===== config.mk =====
export PLATFORM = sky130hd
export DESIGN_NAME = time_keeper
export DESIGN_NICKNAME = d
export VERILOG_FILES = /design/src/rtl/clock_pkg.sv /design/src/rtl/tick_gen.sv /design/src/rtl/time_keeper.sv
export SDC_FILE = /design/constraint.sdc
export NUM_CORES = 1
export LEC_CHECK = 0
export ABC_AREA = 1
export CAP_MARGIN = 40
export CORE_MARGIN = 3
export CORE_UTILIZATION = 35
export CTS_CLUSTER_DIAMETER = 100
export DETAILED_ROUTE_END_ITERATION = 8
export MAX_ROUTING_LAYER = met4
export REMOVE_ABC_BUFFERS = 1
export SYNTH_ARGS = -nofsm -noshare
export SYNTH_HDL_FRONTEND = slang
export SYNTH_SLANG_ARGS = --single-unit

===== constraint.sdc =====
create_clock -name clk -period 2.8 [get_ports clk]
set_clock_uncertainty 0.05 [all_clocks]
set_input_delay 0.84 -clock clk [delete_from_list [all_inputs] [get_ports clk]]
set_output_delay 0.84 -clock clk [all_outputs]
set_load 0.03 [all_outputs]

===== src/rtl/clock_pkg.sv =====
// Shared clock types: mode encodings, field widths and limits.
// Used by time_keeper and the BCD converter stage.
package clock_pkg;

  localparam int HOUR_W = 5;
  localparam int MIN_W  = 6;
  localparam int SEC_W  = 6;

  localparam logic [HOUR_W-1:0] HOUR_MAX = 5'd23;
  localparam logic [MIN_W-1:0]  MIN_MAX  = 6'd59;
  localparam logic [SEC_W-1:0]  SEC_MAX  = 6'd59;

  typedef enum logic [1:0] {
    RUN      = 2'd0,
    SET_HOUR = 2'd1,
    SET_MIN  = 2'd2
  } mode_e;

endpackage


===== src/rtl/tick_gen.sv =====
// 1 Hz prescaler: counts 0..CLK_HZ-1 while enabled, else held at 0.
// Ports: clk, rst_n (async low), enable in; tick out (count==CLK_HZ-1).
module tick_gen #(
  parameter int CLK_HZ = 50_000_000
) (
  input  logic clk,
  input  logic rst_n,
  input  logic enable,
  output logic tick
);

  localparam int CW = $clog2(CLK_HZ);
  localparam logic [CW-1:0] LAST = CW'(CLK_HZ - 1);

  logic [CW-1:0] cnt_q;
  logic [CW-1:0] cnt_d;
  logic          last;

  assign last = (cnt_q == LAST);
  assign tick = enable && last;

  always_comb begin
    cnt_d = cnt_q + CW'(1);
    if (!enable || last) begin
      cnt_d = '0;
    end
  end

  always_ff @(posedge clk or negedge rst_n) begin
    if (!rst_n) begin
      cnt_q <= '0;
    end else begin
      cnt_q <= cnt_d;
    end
  end

endmodule


===== src/rtl/time_keeper.sv =====
// 24h clock with RUN / SET_HOUR / SET_MIN setting via two pulse buttons.
// Ports: clk, rst_n, mode_btn, inc_btn in; hours, minutes, seconds, mode, sec_pulse out (all registered).
module time_keeper
  import clock_pkg::*;
#(
  parameter int CLK_HZ = 50_000_000
) (
  input  logic              clk,
  input  logic              rst_n,
  input  logic              mode_btn,
  input  logic              inc_btn,
  output logic [HOUR_W-1:0] hours,
  output logic [MIN_W-1:0]  minutes,
  output logic [SEC_W-1:0]  seconds,
  output logic [1:0]        mode,
  output logic              sec_pulse
);

  mode_e             mode_q;
  mode_e             mode_d;
  logic [HOUR_W-1:0] hours_q;
  logic [HOUR_W-1:0] hours_d;
  logic [MIN_W-1:0]  min_q;
  logic [MIN_W-1:0]  min_d;
  logic [SEC_W-1:0]  sec_q;
  logic [SEC_W-1:0]  sec_d;
  logic              pulse_q;
  logic              pulse_d;
  logic              tick;

  tick_gen #(
    .CLK_HZ(CLK_HZ)
  ) u_tick_gen (
    .clk   (clk),
    .rst_n (rst_n),
    .enable(mode_q == RUN),
    .tick  (tick)
  );

  always_ff @(posedge clk or negedge rst_n) begin
    if (!rst_n) begin
      mode_q  <= RUN;
      hours_q <= '0;
      min_q   <= '0;
      sec_q   <= '0;
      pulse_q <= 1'b0;
    end else begin
      mode_q  <= mode_d;
      hours_q <= hours_d;
      min_q   <= min_d;
      sec_q   <= sec_d;
      pulse_q <= pulse_d;
    end
  end

  always_comb begin
    mode_d = mode_q;
    if (mode_btn) begin
      unique case (mode_q)
        RUN:      mode_d = SET_HOUR;
        SET_HOUR: mode_d = SET_MIN;
        SET_MIN:  mode_d = RUN;
        default:  mode_d = RUN;
      endcase
    end else if (mode_q != RUN && mode_q != SET_HOUR && mode_q != SET_MIN) begin
      mode_d = RUN;
    end
  end

  always_comb begin
    hours_d = hours_q;
    min_d   = min_q;
    sec_d   = sec_q;
    pulse_d = 1'b0;
    unique case (mode_q)
      RUN: begin
        if (tick) begin
          pulse_d = 1'b1;
          if (sec_q >= SEC_MAX) begin
            sec_d = '0;
            if (min_q >= MIN_MAX) begin
              min_d   = '0;
              hours_d = (hours_q >= HOUR_MAX) ? '0 : hours_q + 5'd1;
            end else begin
              min_d = min_q + 6'd1;
            end
          end else begin
            sec_d = sec_q + 6'd1;
          end
        end
        // Leaving RUN clears seconds even if a tick lands on the same edge.
        if (mode_btn) begin
          sec_d = '0;
        end
      end
      SET_HOUR: begin
        if (!mode_btn && inc_btn) begin
          hours_d = (hours_q >= HOUR_MAX) ? '0 : hours_q + 5'd1;
        end
      end
      SET_MIN: begin
        if (!mode_btn && inc_btn) begin
          min_d = (min_q >= MIN_MAX) ? '0 : min_q + 6'd1;
        end
      end
      default: begin
        sec_d = '0;
      end
    endcase
  end

  assign hours     = hours_q;
  assign minutes   = min_q;
  assign seconds   = sec_q;
  assign mode      = mode_q;
  assign sec_pulse = pulse_q;

endmodule


---- After elaboration in Yosys (flattened, before gate mapping) ----
Index checks and enable logic that the tools add are counted.
storage, ports and cells
  bits in registers ....................... 46
  output and inout bits ................... 20
  word-level logic and storage cells ...... 62
operators by class
  add/sub/neg operators ................... 4
  order comparisons ....................... 3
  equality and inequality tests ........... 11
  multiplexer cells ....................... 21
  bitwise operators ....................... 1
  reductions and logical operators ........ 16
operator list
  operator                                                                count
  6-bit two-way mux                                                       7
  26-bit by 1-bit adder with 26-bit output (second input constant)        1
  26-bit equality test (second input constant)                            1
  26-bit two-way mux                                                      1
  5-bit two-way mux                                                       5
  6-bit case mux with 2 select lines                                      2
  6-bit by 1-bit adder with 6-bit output (second input constant)          2
  6-bit greater-or-equal comparator (second input constant)               2
  2-bit inequality test (second input constant)                           6
  5-bit case mux with 2 select lines                                      1
  2-bit nonzero test                                                      4
  5-bit by 1-bit adder with 5-bit output (second input constant)          1
  5-bit greater-or-equal comparator (second input constant)               1
  5-bit AND reduction                                                     1
  1-bit logical AND                                                       4
  2-bit two-way mux                                                       2
  2-bit case mux with 2 select lines                                      1
  4-bit AND reduction                                                     1
  3-bit inequality test (second input constant)                           1
  2-bit by 1-bit equality test with 1-bit output (second input constant)  1
  2-bit equality test (second input constant)                             1
  1-bit logical NOT                                                       2
  2-bit logical NOT                                                       1
  1-bit two-way mux                                                       2
  other kinds (5)                                                         5

---- Longest topological paths before layout ----
  depth after elaboration ................. 6
  depth in mapped cells ................... 11

---- Cells and area by module ----
Synthesis repeated with hierarchy kept, for this count alone.
second synthesis, totals
  cells, all modules ...................... 395
  area, all modules ....................... 2916.5 µm²
modules (own cells, without submodules)
  module       times used  cells each  area an instance (µm²)
  tick_gen     1           228         1622.8
  time_keeper  1           167         1293.7

---- Worst setup path after synthesis ----
No wires, ideal clock.
  path type ............................... register to register
  start ................................... register mode_q[0], in the netlist mode[0]
  end ..................................... register min_q[2], in the netlist minutes[2]
  library setup time ...................... 0.119 ns
  data arrival time ....................... 1.764 ns
  required time ........................... 2.631 ns
  slack ................................... 0.867 ns
  cell stages (with the launch flop) ...... 10
  buffers on the path ..................... 1
  clock period less this slack ............ 1.933 ns
  path through ............................ dfrtp_1 -> inv_1 -> ha_1 -> inv_1 -> or2_1 -> a21oi_1 -> nand2_2 -> buf_6 -> nand2_1 -> o21ai_2
on the way
  longest elaborated chain between the ends .. 4
  elaborated cells between the ends (all ways) .. 9
  those cells by class .................... 4 x eq/ne; 1 x mux; 4 x reduce/logical
ends and longest elaborated chain
  item                             RTL line                              source
  start: declaration               time_keeper.sv:19                     mode_e mode_q;
  start signal: assignment         time_keeper.sv:48                     mode_q <= mode_d;
  2-bit logical NOT                time_keeper.sv:36, time_keeper.sv:75
  1-bit logical AND                tick_gen.sv:20                        assign tick = enable && last;
  2-bit inequality test (no line)  -
  4-bit AND reduction (no line)    -
  end signal: assignment           time_keeper.sv:50                     min_q <= min_d;
  end: declaration                 time_keeper.sv:23                     logic [MIN_W-1:0] min_q;
Parallel ways exist; a longest one is shown, timed or not.
A chain may end at the register's enable or synchronous reset.

---- Worst setup path after layout ----
  start ................................... register sec_q[2], in the netlist seconds[2]
  end ..................................... output seconds[2]
RTL lines
  item                      RTL line           source
  start: declaration        time_keeper.sv:25  logic [SEC_W-1:0] sec_q;
  start signal: assignment  time_keeper.sv:45  sec_q <= '0;
  start signal: assignment  time_keeper.sv:51  sec_q <= sec_d;
  end: declaration          time_keeper.sv:14  output logic [SEC_W-1:0] seconds,
No word-level cell between the ends.

==> results.yml <==
critical_path:
  start_kind: "flip-flop"
  crit_required_ns: 1.91
  reg2reg_from: "u_tick_gen.cnt_q[0]"
  path_buf_inv: 1
  end_kind: "primary output"
  cpPeakStageDelay_ns: 0.73
  slowest_stage: "clkdlybuf4s50_1"
  critPathMaxFanout: 7
  crit_cells: 1
  cp.arrival_ns: 1.51
  critical_path_class: "reg -> out"
  cp_top_family: "buffers and inverters"
  reg2regPathDepth: 10
  crit_start: "seconds[2]"
  path_cells: "clkdlybuf4s50_1"
sta:
  max_clock_freq_mhz: 416.1
  min_period_over_period: 0.8583
  hold_viol: 0
  period_minus_slack_ns: 2.403
  tightest_slew_ns: 0.4688
  maxSlewViolCount: 0
  finalSetupViolCount: 0
  worst_slew_margin_rel: 0.6850
  fin_setup_tns_ns: 0
  rsz0062_at_grt: "no"
  worst_slack_ns: 0.3967
status:
  status: "completed"
synthesis:
  netlist_area_mm2: 0.002744
  netlist_instances: 383
  yosysTopAreaCell: "dfrtp_1"
  ys_seq_area_frac: 0.4195
  synth_top_area_frac: 0.4195
  synth.area.top_cells: "dfrtp_1, nand2_1, nor2_1"
  ys_ff_latch: 46
  syn-mean-instance-area_um2: 7.164
  ys_types: 27
  ys_warn_count: 0
cts:
  cts_root_buffer: "clkbuf_8"
  cts_setup_buffers: 0
  path_clk_slew_ns: 0.09
  cts_tree: "done"
  clock-sinks: 46
  htreeDepth: 2
  cts_resized: 0
  holdBufCountCts: 0
  numCtsBuffers: 5
  cts_buffer_depth: 2
  clk_latency_ns: 0.30
die:
  core_mm2: 0.007447
  dieArea_mm2: 0.008938
  initial_core_util: 0.3684
  rows: 31
  io_pins: 24
  die_h_um: 94.54
  die_w_um: 94.54
flow_run:
  maxCapViolations: 0
pwr:
  finalPower_mw: 2.339
  irDropWorstVdd_mv: 0.4146
  p_leak_nw: 1.361
  p_per_area_mw_per_mm2: 731.5
placed_design:
  hpwl_um: 4579
  gp_congestion: 0.8986
  numPortBuffers: 23
  preCtsSetupSlack_ns: 0.5431
global_routing:
  grt_pass1_vias: 2270
  antenna_found_initial: 0
  grt_max_degree: 29
  gr-total-overflow: 0
  grtUsageTotal: 0.1525
  grt_first_pass_wirelength_um: 10560
layout:
  mostFrequentLayoutCells: "nand2_1, nor2_1, dfrtp_1"
  syn_to_final_growth_pct: 16.51
  drive_gt1_frac: 0.06538
  layout_commonest_cell: "nand2_1"
  fin_util: 0.4293
  n_antenna_cell: 0
  nets: 425
drt:
  dr_wl_met3_um: 150
  drtIter0Drc: 113
  drc: 0
  wl_met2_um: 2687
  ant_nets: 0
  routed.top_layer: "met4"
  drt-met1-wl_um: 3078
  routed_wl_um: 5983
  vias_per_cell: 4.711
  first_pass_iters: 4
  wl_per_cell_um: 11.69
  vias: 2412
worst_hold_path:
  worstHoldPathType: "in -> async"
cells by family after synthesis:
| kind of cell | Yosys count | share of synthesized area |
|---|---|---|
| and+or+nand+nor | 248 | 0.3849 |
| buffers and inverters | 47 | 0.06794 |
| DFF | 46 | 0.4195 |
| AOI/OAI and AO/OA | 22 | 0.05153 |
| xor gates and xnor gates | 11 | 0.03511 |
| adders and majority gates | 9 | 0.04104 |
where the power goes:
group | total, mW | internal (mW) | switching [mW]
combinational | 0.959 | 0.337 | 0.622
clock | 0.496 | 0.267 | 0.229
sequential | 0.884 | 0.758 | 0.126
synth_stat cells:
master,count
nand3_2,1
o22ai_1,1
buf_6,1
nor3_1,15
nand2_2,3
buf_2,2
o21ai_0,5
a21oi_1,6
o21bai_1,1
nand2_1,102
o211ai_1,1
nand3_1,35
inv_2,1
a31oi_1,2
o21ai_2,6
nor3b_1,2
nand4_1,6
nor2_1,76
or2_1,1
xor2_1,6
nand3b_1,1
or2_2,5
nand2_4,1
dfrtp_1,46
ha_1,9
xnor2_1,5
inv_1,43
flip-flops by register name (all words and copies together), names as in the netlist:
| signal | count |
|---|---|
| hours | 5 |
| minutes | 6 |
| u_tick_gen.cnt_q | 26 |
| seconds | 6 |
| mode | 2 |
| sec_pulse | 1 |
per-stage QoR:
stage / hold WS, ns / area, um2 / instances
floorplan: 0.4438 / 2723 / 380
global placement: 0.4837 / 3087 / 504
detailed placement: 0.4893 / 3087 / 504
CTS: 0.4041 / 3197 / 512
global route: 0.4157 / 3197 / 512
finish: 0.3973 / 3197 / 512
cell type report:
| type | count | area (um2) |
|---|---|---|
| repair buffers | 25 | 240.2 |
| fillers | 790 | 4250 |
| clock buffers | 6 | 72.57 |
| inverters | 44 | 165.2 |
| well taps | 99 | 123.9 |
| flip-flops and latches | 46 | 1151 |
| multi-input cells | 290 | 1406 |
| clock inverters | 2 | 37.54 |
worst paths after layout:
kind	slack [ns]	end
min in group clk	0.49	hours[4]
setup / recovery	0.40	seconds[2]
hold / removal	0.40	u_tick_gen.cnt_q[23]
setup reg to reg	0.65	minutes[5]
hold reg to reg	0.49	hours[4]
max in group asynchronous	1.73	u_tick_gen.cnt_q[22]
per-layer routing:
layer / GRT usage / up-vias
met2: 0.2275 / 40
met1: 0.2111 / 1098
li1: - / 1267
met3: 0.02869 / 7
met4: 0.04567 / 0
met5: - / -
Note: power is estimated with default switching activity, not from simulation.
